File: src/rtl/calc_core_param.sv
// calc_core_param: keypad-driven signed calculator core with saturating add/sub/mul.
// Optional feature: define CALC_MUL_EN to build the multiply operator (operator code 3).
module calc_core_param #(
    parameter int WIDTH      = 16,
    parameter int MAX_DIGITS = 4
) (
    input  logic             clk,
    input  logic             RST,
    input  logic             read_input,
    input  logic [3:0]       keypad_input,
    input  logic [2:0]       operator_input,
    input  logic             equal_input,
    output logic             key_read,
    output logic [WIDTH-1:0] display_output,
    output logic             complete,
    output logic             overflow
);

    typedef enum logic [2:0] {ENTER_A, OP_WAIT, ENTER_B, EXEC, DONE} state_t;
    typedef enum logic [1:0] {OP_ADD, OP_SUB, OP_MUL} op_t;

    localparam logic [2:0] KEY_ADD = 3'd1;
    localparam logic [2:0] KEY_SUB = 3'd2;
`ifdef CALC_MUL_EN
    localparam logic [2:0] KEY_MUL = 3'd3;
`endif
    localparam logic [2:0] KEY_NEG = 3'd4;
    localparam logic [2:0] KEY_CLR = 3'd5;

    localparam int CW = $clog2(MAX_DIGITS + 1);
    localparam int DW = WIDTH + 5;
    localparam int PW = 2 * WIDTH;
    localparam logic signed [WIDTH-1:0] MAX_POS = {1'b0, {(WIDTH-1){1'b1}}};
    localparam logic signed [WIDTH-1:0] MIN_NEG = {1'b1, {(WIDTH-1){1'b0}}};

    state_t                  state_q, state_d;
    logic signed [WIDTH-1:0] a_q, a_d, b_q, b_d;
    op_t                     op_q, op_d, chain_op_q, chain_op_d;
    logic                    chain_q, chain_d;
    logic [CW-1:0]           a_cnt_q, a_cnt_d, b_cnt_q, b_cnt_d;
    logic                    ack_pend_q, ack_pend_d;
    logic                    key_read_q, key_read_d;
    logic                    complete_q, complete_d;
    logic                    overflow_q, overflow_d;
    logic [WIDTH-1:0]        display_q, display_d;

    logic signed [PW-1:0]    res_wide;
    logic signed [WIDTH-1:0] res_sat;
    logic                    res_ovf;

    logic signed [WIDTH-1:0] dig_base, dig_val;
    logic [CW-1:0]           dig_cnt, dig_cnt_next;
    logic signed [DW-1:0]    dig_wide;
    logic                    dig_ok;

    logic signed [WIDTH-1:0] neg_base, neg_val;
    logic                    neg_ovf;

    logic                    accept, key_arith;
    op_t                     key_op;

    // Full-precision A op B, then clamp into the signed WIDTH range.
    always_comb begin
        case (op_q)
            OP_SUB:  res_wide = PW'(a_q) - PW'(b_q);
`ifdef CALC_MUL_EN
            OP_MUL:  res_wide = PW'(a_q) * PW'(b_q);
`endif
            default: res_wide = PW'(a_q) + PW'(b_q);
        endcase
        res_sat = res_wide[WIDTH-1:0];
        res_ovf = 1'b0;
        if (res_wide > PW'(MAX_POS)) begin
            res_sat = MAX_POS;
            res_ovf = 1'b1;
        end else if (res_wide < PW'(MIN_NEG)) begin
            res_sat = MIN_NEG;
            res_ovf = 1'b1;
        end
    end

    // OP_WAIT and DONE start a fresh operand, so the digit applies to zero.
    always_comb begin
        dig_base = a_q;
        dig_cnt  = a_cnt_q;
        case (state_q)
            ENTER_B: begin
                dig_base = b_q;
                dig_cnt  = b_cnt_q;
            end
            OP_WAIT, DONE: begin
                dig_base = '0;
                dig_cnt  = '0;
            end
            default: ;
        endcase
        dig_wide = DW'(dig_base) * DW'(10) + $signed({{(DW-4){1'b0}}, keypad_input});
        dig_ok = (int'(dig_cnt) < MAX_DIGITS) &&
                 (dig_wide <= DW'(MAX_POS)) && (dig_wide >= DW'(MIN_NEG));
        dig_val      = dig_ok ? dig_wide[WIDTH-1:0] : dig_base;
        dig_cnt_next = dig_ok ? dig_cnt + CW'(1) : dig_cnt;

        neg_base = (state_q == ENTER_B) ? b_q : a_q;
        neg_ovf  = (neg_base == MIN_NEG);
        neg_val  = neg_ovf ? MAX_POS : -neg_base;
    end

    always_comb begin
        key_arith = 1'b1;
        key_op    = OP_ADD;
        case (operator_input)
            KEY_ADD: key_op = OP_ADD;
            KEY_SUB: key_op = OP_SUB;
`ifdef CALC_MUL_EN
            KEY_MUL: key_op = OP_MUL;
`endif
            default: key_arith = 1'b0;
        endcase
    end

    assign accept = read_input && !ack_pend_q && (state_q != EXEC);

    // NOTE: every signal assigned here gets a default first, so no path can infer a latch.
    always_comb begin
        state_d    = state_q;
        a_d        = a_q;
        b_d        = b_q;
        op_d       = op_q;
        chain_d    = chain_q;
        chain_op_d = chain_op_q;
        a_cnt_d    = a_cnt_q;
        b_cnt_d    = b_cnt_q;
        overflow_d = overflow_q;
        key_read_d = accept;
        ack_pend_d = (ack_pend_q && read_input) || accept;

        if (state_q == EXEC) begin
            a_d        = res_sat;
            overflow_d = overflow_q | res_ovf;
            if (chain_q) begin
                op_d    = chain_op_q;
                state_d = OP_WAIT;
            end else begin
                state_d = DONE;
            end
        end else if (accept) begin
            if (equal_input) begin
                chain_d = 1'b0;
                case (state_q)
                    ENTER_A: state_d = DONE;
                    OP_WAIT: begin
                        b_d     = '0;
                        b_cnt_d = '0;
                        state_d = EXEC;
                    end
                    default: state_d = EXEC;
                endcase
            end else if (operator_input != 3'd0) begin
                if (key_arith) begin
                    case (state_q)
                        OP_WAIT: op_d = key_op;
                        ENTER_B: begin
                            chain_d    = 1'b1;
                            chain_op_d = key_op;
                            state_d    = EXEC;
                        end
                        default: begin
                            op_d    = key_op;
                            state_d = OP_WAIT;
                        end
                    endcase
                end else if (operator_input == KEY_NEG) begin
                    if (state_q == ENTER_B) begin
                        b_d        = neg_val;
                        overflow_d = overflow_q | neg_ovf;
                    end else if (state_q != OP_WAIT) begin
                        a_d        = neg_val;
                        overflow_d = overflow_q | neg_ovf;
                    end
                end else if (operator_input == KEY_CLR) begin
                    a_d        = '0;
                    b_d        = '0;
                    a_cnt_d    = '0;
                    b_cnt_d    = '0;
                    op_d       = OP_ADD;
                    overflow_d = 1'b0;
                    state_d    = ENTER_A;
                end
            end else if (keypad_input < 4'd10) begin
                case (state_q)
                    ENTER_B, OP_WAIT: begin
                        b_d     = dig_val;
                        b_cnt_d = dig_cnt_next;
                        state_d = ENTER_B;
                    end
                    default: begin
                        if (state_q == DONE) overflow_d = 1'b0;
                        a_d     = dig_val;
                        a_cnt_d = dig_cnt_next;
                        state_d = ENTER_A;
                    end
                endcase
            end
        end

        complete_d = (state_d == DONE);
        display_d  = (state_d == ENTER_B) ? b_d : a_d;
    end

    // NOTE: sequential state uses non-blocking assignments so all flops update together.
    always_ff @(posedge clk or posedge RST) begin
        if (RST) begin
            state_q    <= ENTER_A;
            a_q        <= '0;
            b_q        <= '0;
            op_q       <= OP_ADD;
            chain_q    <= 1'b0;
            chain_op_q <= OP_ADD;
            a_cnt_q    <= '0;
            b_cnt_q    <= '0;
            ack_pend_q <= 1'b0;
            key_read_q <= 1'b0;
            complete_q <= 1'b0;
            overflow_q <= 1'b0;
            display_q  <= '0;
        end else begin
            state_q    <= state_d;
            a_q        <= a_d;
            b_q        <= b_d;
            op_q       <= op_d;
            chain_q    <= chain_d;
            chain_op_q <= chain_op_d;
            a_cnt_q    <= a_cnt_d;
            b_cnt_q    <= b_cnt_d;
            ack_pend_q <= ack_pend_d;
            key_read_q <= key_read_d;
            complete_q <= complete_d;
            overflow_q <= overflow_d;
            display_q  <= display_d;
        end
    end

    assign key_read       = key_read_q;
    assign complete       = complete_q;
    assign overflow       = overflow_q;
    assign display_output = display_q;

endmodule

File: config.mk
export PLATFORM = sky130hd
export DESIGN_NAME = calc_core_param
export DESIGN_NICKNAME = d
export VERILOG_FILES = /design/src/rtl/calc_core_param.sv
export SDC_FILE = /design/constraint.sdc
export NUM_CORES = 1
export LEC_CHECK = 0
export BUFFER_PORTS_ARGS = -buffer_cell sky130_fd_sc_hd__buf_2
export CAP_MARGIN = 40
export CORE_MARGIN = 5
export CORE_UTILIZATION = 35
export CTS_CLUSTER_SIZE = 12
export DETAILED_ROUTE_END_ITERATION = 8
export SYNTH_ARGS = -nofsm -noshare
export SYNTH_HDL_FRONTEND = slang
export SYNTH_SLANG_ARGS = --single-unit
File: constraint.sdc
create_clock -name clk -period 6.4 [get_ports clk]
set_input_delay 1.28 -clock clk [delete_from_list [all_inputs] [get_ports clk]]
set_output_delay 1.28 -clock clk [all_outputs]
set_load 0.05 [all_outputs]
# == Word level (Yosys, flattened, before mapping) ==
# Cells that the tools add are included.
# word_totals
ff_bits,66
latch_bits,0
mem_bits_rw,0
romBits,0
wordCells,172
memories,0
# op_classes
n_addsub,5
n_mul,1
n_div,0
n_lt_le_gt_ge,6
eq_ne,30
n_shift,0
mux,84
n_bitwise,4
reduce_logical,29
# ops
operator,count
$mux W16,28
$mux W3,22
$gt A32 B16 Y1 const B,1
$lt A32 B16 Y1 const B,1
$mux W32,1
$pmux W16 S2,1
$reduce_and A8 Y1,3
$add A21 B5 Y21,1
$ge A21 B16 Y1 const B,1
$le A21 B16 Y1 const B,1
$mul A16 B4 Y20 const B,1
$mux W1,20
$mux W2,10
$reduce_bool A3 Y1,6
$add A16 B16 Y17,1
$sub A16 B16 Y17,1
$eq A16 B16 Y1 const B,1
$neg A16 Y16,1
$ne A3 B3 Y1 const B,5
$eq A3 B2 Y1 const B,4
$eq A3 B3 Y1 const B,4
$pmux W3 S2,2
$reduce_bool A2 Y1,6
$ne A3 B2 Y1 const B,3
other kinds (20),34

# == Longest topological paths before layout ==
# Gate-level depths: netlist of the first run.
# depth
word_depth,16
depth_mapped,25
depth_no_buf,18

# == Worst setup path after synthesis of the first run ==
# OpenSTA, ideal clock, no wires.
# synth_timing
kind,flip-flop to flip-flop
from,reg state_q[0]
to,reg display_q[15] (netlist: display_output[15])
setup_ps,125
t_arrival_ps,5796
required_time_ps,6275
path_slack_ps,479
stages_incl_launch_ff,24
period_less_slack_ps,5921
path_cell_list,dfrtp_1 > clkbuf_1 > nor3b_2 > buf_2 > buf_2 > buf_2 > clkbuf_1 > clkbuf_1 > a22oi_1 > xor2_1 > ha_1 > buf_6 > and3_1 > buf_4 > a2111oi_2 > a211o_1 > o211ai_1 > nor4b_1 > nand3_1 > xnor2_1 > or4_4 > and2_0 > a221o_1 > mux2_2
# synth_via
elab_chain_len,16
elab_cells_between_ends,57
# synth_rtl
item,line,source
from (decl),36,"state_t state_q, state_d;"
from (signal assigned),227,state_q <= state_d;
$eq A3 B3 Y1 / $eq A3 B1 Y1 (equally long branches),"86, 190",
$reduce_or A2 Y1,86,case (state_q)
$pmux W16 S2,86,
$mul A16 B4 Y20,97,"dig_wide = DW'(dig_base) * DW'(10) + $signed({{(DW-4){1'b0}}, keypad_input});"
$add A21 B5 Y21,97,
$le A21 B16 Y1,99,(dig_wide <= DW'(MAX_POS)) && (dig_wide >= DW'(MIN_NEG));
$logic_and A1 B1 Y1,98,dig_ok = (int'(dig_cnt) < MAX_DIGITS) &&
$logic_and A1 B1 Y1,99,
(+2 left out),n/a,
$mux W16,189,end else if (keypad_input < 4'd10) begin
$mux W16,158,end else if (operator_input != 3'd0) begin
$mux W16,147,if (equal_input) begin
$mux W16,146,end else if (accept) begin
$mux W16 (*),137,if (state_q == EXEC) begin
named net a_d[15],37,"logic signed [WIDTH-1:0] a_q, a_d, b_q, b_d;"
$mux W16 (*),207,display_d = (state_d == ENTER_B) ? b_d : a_d;
named net display_d[15],45,"logic [WIDTH-1:0] display_q, display_d;"
to (signal assigned),239,display_q <= display_d;
to (decl),45,
# Mark *: on every way through the listed nets, which the timed path passes. The rest lies on a longest branch.
# A chain may end at the register's enable or synchronous reset.

# == Worst setup path in the final report of the first run ==
# layout_timing
from,reg state_q[2]
to,reg display_q[7] (netlist: display_output[7])
# layout_via
elab_chain_len,16
elab_cells_between_ends,57
# layout_rtl
item,line,source
$eq A3 B3 Y1 / $eq A3 B1 Y1 (equally long branches),"86, 149, 160",
$reduce_or A2 Y1,86,
$pmux W16 S2,86,
$mul A16 B4 Y20,97,
$add A21 B5 Y21,97,
$le A21 B16 Y1,99,
$logic_and A1 B1 Y1,98,
$logic_and A1 B1 Y1,99,
$mux W16,100,dig_val = dig_ok ? dig_wide[WIDTH-1:0] : dig_base;
$mux W16,190,case (state_q)
$mux W16,189,
$mux W16,158,
$mux W16,147,
$mux W16,146,
$mux W16,137,
$mux W16 (*),207,
named net display_d[7],45,
# Marks and branches as above.

==> results of run 1 <==
-- placed cells by master (no fill, tap or decap), types with 5 or more instances in the layout --
cell type,n
ha_1,42
a22oi_1,23
o211ai_1,8
o41ai_1,5
nand2_1,84
xor2_1,22
a21o_1,18
a31oi_1,14
nand3_1,42
inv_1,28
nor2b_1,13
o31ai_1,9
or4_1,5
dfrtp_1,64
buf_2,29
mux2i_1,19
buf_4,18
nor3_1,33
and3_1,10
a41oi_1,5
xnor2_1,52
a21boi_0,6
nor2_1,100
a2bb2oi_1,6
o21bai_1,7
nor4_1,6
o221ai_1,5
o21ai_1,7
a22o_1,6
clkbuf_16,9
a21oi_1,69
or2_2,5
nand2b_1,11
a211oi_1,5
mux2_2,6
nand4_1,10
o21ai_0,74
o22ai_1,6
o21a_1,15
-- state kept, by name (all words and copies together) (netlist names) --
signal / cells
a_q: 16
b_q: 16
display_output: 16
a_cnt_q: 3
b_cnt_q: 3
state_q: 3
ack_pend_q: 1
chain_op_q: 1
chain_q: 1
complete: 1
key_read: 1
op_q: 1
overflow: 1
-- critical path: cells and delay by family (launching register included) --
| kind | cells | cell delay, ns |
|---|---|---|
| fa+ha+maj | 3 | 0.99 |
| buf+inv | 1 | 0.27 |
| mux | 2 | 0.64 |
| simple gates | 5 | 1.64 |
| xor+xnor | 2 | 0.39 |
| flops | 1 | 0.54 |
| compound gates | 6 | 1.38 |
-- routing by layer --
layer	vias up	track usage	share of wire
li1	3659	-	-
met1	3558	0.2761	0.46
met2	322	0.3034	0.44
met3	45	0.03412	0.080
met4	0	0.05961	0.022
met5	-	0	0
-- cell families after synthesis --
| family | count (synthesis) |
|---|---|
| adder cells (fa/ha/maj) | 45 |
| AND/OR/NAND/NOR | 350 |
| multiplexers | 25 |
| AO/OA/AOI/OAI | 337 |
| buffers and inverters | 83 |
| flip-flops | 64 |
| XOR/XNOR | 75 |
-- path summary, 6_finish.rpt --
kind	startpoint	to	slack, ns	cells after the start
max	state_q[2]	display_output[7]	0.47	19
min	a_cnt_q[1]	a_cnt_q[1]	0.49	2
max reg2reg	state_q[2]	display_output[7]	0.47	19
min reg2reg	a_cnt_q[1]	a_cnt_q[1]	0.49	2
max in group asynchronous	RST	a_q[10]	4.65	3
min in group asynchronous	RST	chain_op_q[0]	1.16	3
-- repair_timing --
| action | CTS | global route |
|---|---|---|
| resized for setup | 0 | 2 |
| setup endpoints to repair | 0 | 19 |
| endpoints found under the hold margin | 0 | 0 |
-- power groups by stage --
| stage | registers [mW] | logic, mW | clock network, mW |
|---|---|---|---|
| 6_report | 0.698 | 3.73 | 0.582 |
| 5_1_grt | 0.715 | 4.09 | 0.601 |
| 4_1_cts | 0.691 | 3.69 | 0.587 |
| 3_5_place_dp | 0.696 | 3.65 | 0 |
| 3_3_place_gp | 0.699 | 3.63 | 0 |
| 2_1_floorplan | 0.740 | 2.77 | 0 |
-- cell type report --
type / instances / area share
timing repair buffer: 48 / 0.03654
clock inverter: 7 / 0.01462
tap: 275 / 0.04187
inverter: 29 / 0.01325
clock buffer: 9 / 0.02741
sequential: 64 / 0.1949
multi-input combinational: 832 / 0.6714
==> results.py, run 1 <==
metrics = {
    "synth": {
        "synth-seq-cells": 64,
        "synth_common_cells": "100 x nor2_1, 85 x nand2_1, 75 x o21ai_0, 69 x a21oi_1, 64 x dfrtp_1",
        "netlist.area_leader.share": 0.2149,
        "synth-main-ff-cell": "dfrtp_1",
        "synth.most_common_cell": "nor2_1",
        "syn_inst": 979,
        "synth-edff-count": 0,
        "async_flop_share": 1.000,
        "synth_area_leaders": "dfrtp_1 21%, ha_1 7.1%, xnor2_1 6.1%",
        "yosysTopAreaCell": "dfrtp_1",
        "synthMuxAreaShare": 0.03459,
        "synth-xor-area-share": 0.08915,
        "yosys.area_share.simple": 0.2302,
        "mappedNetlistNets": 1035,
        "synth_area_um2": 7452,
        "ys_types": 86,
        "yosysWarnings": 0,
        "synth_fa_ha_area_frac": 0.07858,
        "synth_compound_area_frac": 0.3067,
        "synth_top_family_by_area": "compound AO/OA/AOI/OAI gates",
        "syn_area_per_cell_um2": 7.612,
        "synth-seq-area-share": 0.2149,
    },
    "clocking": {
        "cts_buffer_depth": 2,
        "clock-sinks": 64,
        "cts.clk_slew.worst_paths_ns": 0.07,
        "postCtsSetupRepairBufs": 0,
        "hold_buffers": 0,
        "htreeDepth": 3,
        "cts_tree": "yes",
        "root_buffer": "clkbuf_16",
        "numCtsBuffers": 9,
        "insertion_delay_ns": 0.35,
    },
    "detailed_routing": {
        "routedWlPerCell_um": 19.25,
        "vias_per_cell": 6.000,
        "ant_nets": 0,
        "vias": 7584,
        "drc": 0,
        "dr.pass1.iters": 5,
        "drt-total-wl_um": 24330,
        "drt_iter0_markers": 671,
    },
    "worst_setup_path": {
        "critPathKind": "reg2reg",
        "crit_path_top_delay_cell": "or4_4",
        "path_max_fanout": 16,
        "cpPeakStageDelay_ns": 0.65,
        "end_kind": "flop",
        "crit_chain": "xor2_1, o21ai_1, buf_4, nand2_1, o21ai_1, ha_1, ha_1, fa_1, a21oi_1, o221a_4, mux2i_1, o211ai_1, nor4b_1, nand3_1, xnor2_1, or4_4, nand2_2, mux2_2, a2bb2o_1",
        "start_kind": "flop",
        "critPathRequiredTime_ns": 6.67,
        "worstPathArrival_ns": 6.21,
    },
    "pwr": {
        "p_seq_frac": 0.139,
        "sw_frac_of_total": 0.5359,
        "combPwrFrac": 0.744,
        "cellPowerDensity_nw_per_um2": 609.4,
        "clockPowerShare": 0.116,
        "p_leak_nw": 3.381,
        "finalPower_mw": 5.008,
        "vdd_ir_drop_max_mv": 0.2871,
        "p_sw_mw": 2.684,
        "intPower_mw": 2.324,
    },
    "sta": {
        "rsz0062_at_grt": "no",
        "post-route-min-period_ns": 5.932,
        "skew_ns": 0.01296,
        "tightest_slew_ns": 0.8663,
        "timing.final.ws_setup_ns": 0.4682,
        "max-slew-margin-rel": 0.4208,
        "tns_ns": 0,
        "hold_viol_final": 0,
        "whs_ns": 0.4852,
        "setup_violations": 0,
        "finalMaxSlewViolations": 0,
        "clock.fmax_mhz": 168.6,
        "period_share": 0.9268,
    },
    "cells_and_area": {
        "finish.utilization": 0.3909,
        "fin_area_um2": 8218,
        "ff_latch_area_um2": 1602,
        "fillCellCount": 2180,
        "nNetsFinal": 1040,
        "diodes": 0,
        "area_growth_syn_to_layout_pct": 10.28,
        "multi_input_comb_area_um2": 5518,
        "drive_above_1_share": 0.1021,
        "layoutNonFillerInstCount": 1264,
    },
    "global_routing": {
        "grtUsageTotal": 0.1950,
        "grt_pass1_wl_um": 38490,
        "grt_max_degree": 65,
        "antenna_found_initial": 0,
        "grt-ovfl-total": 0,
        "grt_pass1_vias": 7067,
    },
    "placed_design": {
        "placed_area_um2": 7870,
        "io_buffers": 29,
        "dp_slack_ns": 0.3316,
        "dp.cells": 1248,
        "place.gp.congestion": 0.9860,
        "dpl.hpwl_um": 18910,
    },
    "floorplanning": {
        "chipHeight_um": 155.9,
        "die_area_um2": 24310,
        "io-pin-count": 30,
        "num_rows": 53,
        "initial_utilization": 0.3545,
        "core_um2": 21020,
        "die_w_um": 155.9,
    },
    "run_status": {
        "outcome": "finished, final reports clean",
    },
    "hold_path": {
        "hold_class": "reg2reg",
    },
    "flow_run": {
        "maxCapViolations": 0,
    },
}
No activity file was read; power rests on OpenSTA's default activity.
==> inputs of run 2 (changes only) <==
--- a/config.mk
+++ b/config.mk
@@ -11,6 +11,7 @@
 export CORE_UTILIZATION = 35
 export CTS_CLUSTER_SIZE = 12
 export DETAILED_ROUTE_END_ITERATION = 8
+export PLACE_DENSITY_LB_ADDON = 0.12
 export SYNTH_ARGS = -nofsm -noshare
 export SYNTH_HDL_FRONTEND = slang
 export SYNTH_SLANG_ARGS = --single-unit
==> results.py, run 2 (synthesized netlist as in run 1, its figures left out) <==
metrics = {
    "cells_and_area": {
        "nNetsFinal": 1046,
        "area_growth_syn_to_layout_pct": 10.38,
        "diodes": 0,
        "drive_above_1_share": 0.1065,
        "ff_latch_area_um2": 1602,
        "layout_commonest_cell": "nor2_1",
        "fillCellCount": 2225,
        "multi_input_comb_area_um2": 5515,
        "layout_common_cells": "100 x nor2_1, 85 x nand2_1, 75 x o21ai_0",
    },
    "sta": {
        "tns_ns": 0,
        "clock.fmax_mhz": 166.4,
        "finalMaxSlewViolations": 0,
        "rsz0062_at_grt": "no",
        "setup_violations": 0,
        "max-slew-margin-rel": 0.3873,
        "period_share": 0.9393,
        "skew_ns": 0.01626,
        "whs_ns": 0.4828,
        "tightest_slew_ns": 0.9129,
        "post-route-min-period_ns": 6.011,
        "hold_viol_final": 0,
    },
    "detailed_routing": {
        "drt_iter0_markers": 709,
        "vias": 7514,
        "ant_nets": 0,
        "drc": 0,
        "routedWlPerCell_um": 20.42,
        "drt-total-wl_um": 25930,
        "vias_per_cell": 5.917,
        "dr.pass1.iters": 6,
    },
    "flow_run": {
        "maxCapViolations": 0,
    },
    "floorplanning": {
        "die_area_um2": 24310,
        "num_rows": 53,
        "core_um2": 21020,
        "chipHeight_um": 155.9,
        "die_w_um": 155.9,
        "initial_utilization": 0.3545,
        "io-pin-count": 30,
    },
    "worst_setup_path": {
        "path_max_fanout": 15,
        "critPathKind": "reg2reg",
        "end_kind": "flop",
        "critPathRequiredTime_ns": 6.58,
        "worstPathArrival_ns": 6.19,
        "start_kind": "flop",
    },
    "pwr": {
        "p_seq_frac": 0.141,
        "p_leak_nw": 3.400,
        "combPwrFrac": 0.757,
        "sw_frac_of_total": 0.5458,
        "vdd_ir_drop_max_mv": 0.2380,
        "intPower_mw": 2.267,
        "clockPowerShare": 0.102,
        "p_sw_mw": 2.724,
        "cellPowerDensity_nw_per_um2": 606.7,
    },
    "clocking": {
        "numCtsBuffers": 9,
        "cts_buffer_depth": 2,
        "cts.clk_slew.worst_paths_ns": 0.06,
        "cts_tree": "yes",
        "root_buffer": "clkbuf_16",
        "clock-sinks": 64,
        "hold_buffers": 0,
        "postCtsSetupRepairBufs": 0,
        "htreeDepth": 3,
        "insertion_delay_ns": 0.34,
        "ctsResizeCount": 0,
    },
    "global_routing": {
        "grtUsageTotal": 0.2152,
        "antenna_found_initial": 0,
        "grt_pass1_vias": 7353,
        "grt_max_degree": 60,
        "grt-ovfl-total": 0,
        "grt_pass1_wl_um": 41760,
    },
    "placed_design": {
        "dpl.hpwl_um": 20510,
        "io_buffers": 29,
        "place.gp.congestion": 0.9239,
    },
    "run_status": {
        "outcome": "finished, final reports clean",
    },
    "hold_path": {
        "hold_class": "reg2reg",
    },
}
[run 2: cell types whose count changed in the layout (fill, tap and decap cells not counted), sizes merged]
cell | before | now
buf | 48 | 54
bufinv | 3 | 1
clkinv | 3 | 2
inv | 29 | 32
[run 2: power by group through the flow]
stage	Clock, mW	Sequential, mW	Combinational [mW]
after floorplan	0	0.740	2.77
after global placement	0	0.708	3.71
after detailed placement	0	0.702	3.73
after CTS	0.512	0.697	3.76
after global routing	0.528	0.721	4.17
final	0.507	0.704	3.78
[run 2: worst max-delay path, cell delays in order (launching register included)]
cell	delay [ns]
dfrtp_1	0.64
xor2_1	0.18
o21ai_1	0.10
buf_4	0.22
a22oi_1	0.57
nor2_1	0.14
ha_1	0.41
nand2_1	0.09
o31ai_1	0.58
a311o_1	0.28
o211ai_1	0.14
nor4b_1	0.43
nand3_1	0.15
xnor2_1	0.18
or4_4	0.65
nand2_1	0.47
mux2i_1	0.43
o221ai_1	0.18
[run 2: cell type report]
cell class / instances / share of cell area
inverters: 29 / 0.01323
clock buffers: 9 / 0.02738
repair buffers: 54 / 0.04290
multi-input cells: 832 / 0.6705
flip-flops and latches: 64 / 0.1947
well taps: 275 / 0.04183
clock inverters: 7 / 0.009431
[run 2: path summary, 6_finish.rpt]
check | cells past startpoint | from | end | slack [ns]
setup / recovery | 17 | state_q[2] | display_output[12] | 0.39
hold / removal | 2 | a_cnt_q[2] | a_cnt_q[2] | 0.48
setup reg to reg | 17 | state_q[2] | display_output[12] | 0.39
hold reg to reg | 2 | a_cnt_q[2] | a_cnt_q[2] | 0.48
max in group asynchronous | 4 | RST | b_q[13] | 4.95
min in group asynchronous | 3 | RST | ack_pend_q | 0.90
[run 2: routing by layer]
metal / vias to the layer above / GRT usage / share of wire
li1: 3665 / - / -
met1: 3588 / 0.3168 / 0.49
met2: 219 / 0.3213 / 0.43
met3: 42 / 0.03440 / 0.056
met4: 0 / 0.06836 / 0.027
met5: - / 0 / 0
[run 2: stage by stage]
| step | power, mW | worst slack [ns] | instance area, µm² | instances | util |
|---|---|---|---|---|---|
| 2_1_floorplan | 3.506 | 0.4790 | 7452 | 979 | - |
| 3_3_place_gp | 4.417 | 0.5304 | 7880 | 1251 | 0.3749 |
| 3_5_place_dp | 4.433 | 0.4957 | 7923 | 1254 | 0.3769 |
| 4_1_cts | 4.965 | 0.4579 | 8225 | 1270 | 0.3913 |
| 5_1_grt | 5.424 | 0.005053 | 8225 | 1270 | 0.3913 |
| 6_report | 4.990 | 0.3887 | 8225 | 1270 | 0.3913 |
==> inputs of run 3 (changes only) <==
==> constraint.sdc (replaced) <==
create_clock -name clk -period 6.95 [get_ports clk]
set_input_delay 1.39 -clock clk [delete_from_list [all_inputs] [get_ports clk]]
set_output_delay 1.39 -clock clk [all_outputs]
set_load 0.05 [all_outputs]
==> results.py, run 3 (synthesized netlist as in run 1, its figures left out) <==
metrics = {
    "run_status": {
        "outcome": "finished, final reports clean",
    },
    "flow_run": {
        "maxCapViolations": 0,
    },
    "worst_setup_path": {
        "reg2reg_depth": 16,
        "cpPeakStageDelay_ns": 0.66,
        "end_kind": "flop",
        "rrSetupSlack_ns": 0.73,
        "reg2reg_from": "state_q[2]",
        "critPathRequiredTime_ns": 7.23,
        "crit_chain": "or3b_2, o21ai_0, ha_1, ha_1, fa_1, a21oi_1, o221a_4, mux2i_1, o211ai_1, nor4b_1, nand3_1, xnor2_1, or4_4, nand2_1, mux2_2, a2bb2o_1",
        "r2r_end": "display_output[7]",
        "crit_path_top_delay_cell": "or3b_2",
        "critPathLaunch": "state_q[2]",
        "path_max_fanout": 14,
        "start_kind": "flop",
        "worstPathArrival_ns": 6.50,
        "cp_common_cell": "ha_1",
        "critPathKind": "reg2reg",
    },
    "detailed_routing": {
        "vias": 7487,
        "drt-total-wl_um": 26270,
        "drc": 0,
        "dr.pass1.iters": 5,
        "drt_iter0_markers": 710,
        "routedWlPerCell_um": 20.76,
        "vias_per_cell": 5.919,
        "ant_nets": 0,
    },
    "global_routing": {
        "grt_pass1_wl_um": 41320,
        "grt_pass1_vias": 7139,
        "grt_max_degree": 59,
        "grt-ovfl-total": 0,
        "antenna_found_initial": 0,
        "grtUsageTotal": 0.2141,
    },
    "floorplanning": {
        "die_w_um": 155.9,
        "initial_utilization": 0.3545,
        "die_area_um2": 24310,
        "chipHeight_um": 155.9,
        "io-pin-count": 30,
        "num_rows": 53,
        "core_um2": 21020,
    },
    "sta": {
        "post-route-min-period_ns": 6.223,
        "clock.fmax_mhz": 160.7,
        "period_share": 0.8953,
        "hold_viol_final": 0,
        "finalMaxSlewViolations": 0,
        "tns_ns": 0,
        "skew_ns": 0.01112,
        "timing.final.ws_setup_ns": 0.7273,
        "rsz0062_at_grt": "no",
        "max-slew-margin-rel": 0.4276,
        "tightest_slew_ns": 0.8475,
        "setup_violations": 0,
    },
    "cells_and_area": {
        "nNetsFinal": 1041,
        "drive_above_1_share": 0.1020,
        "finish.utilization": 0.3891,
        "fin_area_um2": 8179,
        "layout_common_cells": "100 x nor2_1, 85 x nand2_1, 75 x o21ai_0",
        "layout_commonest_cell": "nor2_1",
        "area_growth_syn_to_layout_pct": 9.755,
        "diodes": 0,
    },
    "pwr": {
        "vdd_ir_drop_max_mv": 0.2187,
        "p_leak_nw": 3.364,
        "cellPowerDensity_nw_per_um2": 555.7,
    },
    "clocking": {
        "htreeDepth": 3,
        "cts_buffer_depth": 2,
        "root_buffer": "clkbuf_16",
        "cts_tree": "yes",
        "hold_buffers": 0,
        "clock-sinks": 64,
        "insertion_delay_ns": 0.35,
        "postCtsSetupRepairBufs": 0,
        "ctsResizeCount": 0,
        "numCtsBuffers": 9,
        "cts.clk_slew.worst_paths_ns": 0.06,
    },
    "placed_design": {
        "place.gp.congestion": 0.9162,
        "dpl.hpwl_um": 20740,
        "io_buffers": 29,
        "placed_area_um2": 7893,
        "dp_slack_ns": 0.8442,
    },
    "hold_path": {
        "min_to": "a_cnt_q[1]",
        "holdPathStages": 2,
        "hp-start": "a_cnt_q[1]",
        "hold_class": "reg2reg",
    },
}
==> run 3: changes by cell type in the layout (fill, tap and decap cells not counted) <==
cell | previous run | this run
clkinv_2 | 1 | 0
inv_8 | 0 | 1
buf_8 | 0 | 1
bufinv_16 | 1 | 0
buf_4 | 24 | 18
clkinvlp_4 | 1 | 2
==> run 3: power by group <==
group	internal [mW]	total, mW	leakage [nW]	switching [mW]
Sequential	0.475	0.646	0.847	0.171
Combinational	1.30	3.45	2.38	2.15
Clock	0.248	0.444	0.135	0.196
Total	2.02	4.54	3.36	2.52
==> run 3: layout make-up <==
class / instances / area (µm²)
fill: 2212 / 12840
multi-input combinational: 832 / 5515
sequential: 64 / 1602
tap: 275 / 344.1
timing repair buffer: 49 / 322.8
clock buffer: 9 / 225.2
inverter: 29 / 108.9
clock inverter: 7 / 61.31
==> run 3: how the worst max path moves through the flow <==
stage / endpoint / slack, ns / depth (start not counted)
4_1_cts: display_output[7] / 0.78 / 16
6_report: display_output[7] / 0.73 / 16
3_3_place_gp: display_output[7] / 0.95 / 16
2_1_floorplan: display_output[15] / 1.03 / 23
3_5_place_dp: display_output[7] / 0.84 / 16
5_1_grt: display_output[7] / 0.24 / 16
==> run 3: critical path: cells and delay by family (launching register included) <==
kind                       cells  cell delay (ns)
AOI/OAI and AO/OA              5             1.43
xor gates and xnor gates       1             0.18
adders and majority gates      3             0.99
DFF                            1             0.54
muxes                          2             0.66
and+or+nand+nor                5             2.34
==> run 3: metrics by stage <==
| step | instances | hold slack (ns) | power (mW) |
|---|---|---|---|
| after floorplan | 979 | 0.4436 | 3.228 |
| after global placement | 1246 | 0.4652 | 4.064 |
| after detailed placement | 1249 | 0.4739 | 4.061 |
| after CTS | 1265 | 0.4888 | 4.531 |
| after global routing | 1265 | 0.4962 | 4.921 |
| final | 1265 | 0.4838 | 4.545 |
==> run 3: routing by layer <==
layer | GRT usage | part of all wire | vias to the layer above
met5 | 0 | 0 | -
met4 | 0.05794 | 0.021 | 0
met3 | 0.02580 | 0.055 | 35
met2 | 0.3244 | 0.43 | 234
met1 | 0.3207 | 0.49 | 3561
li1 | - | - | 3657
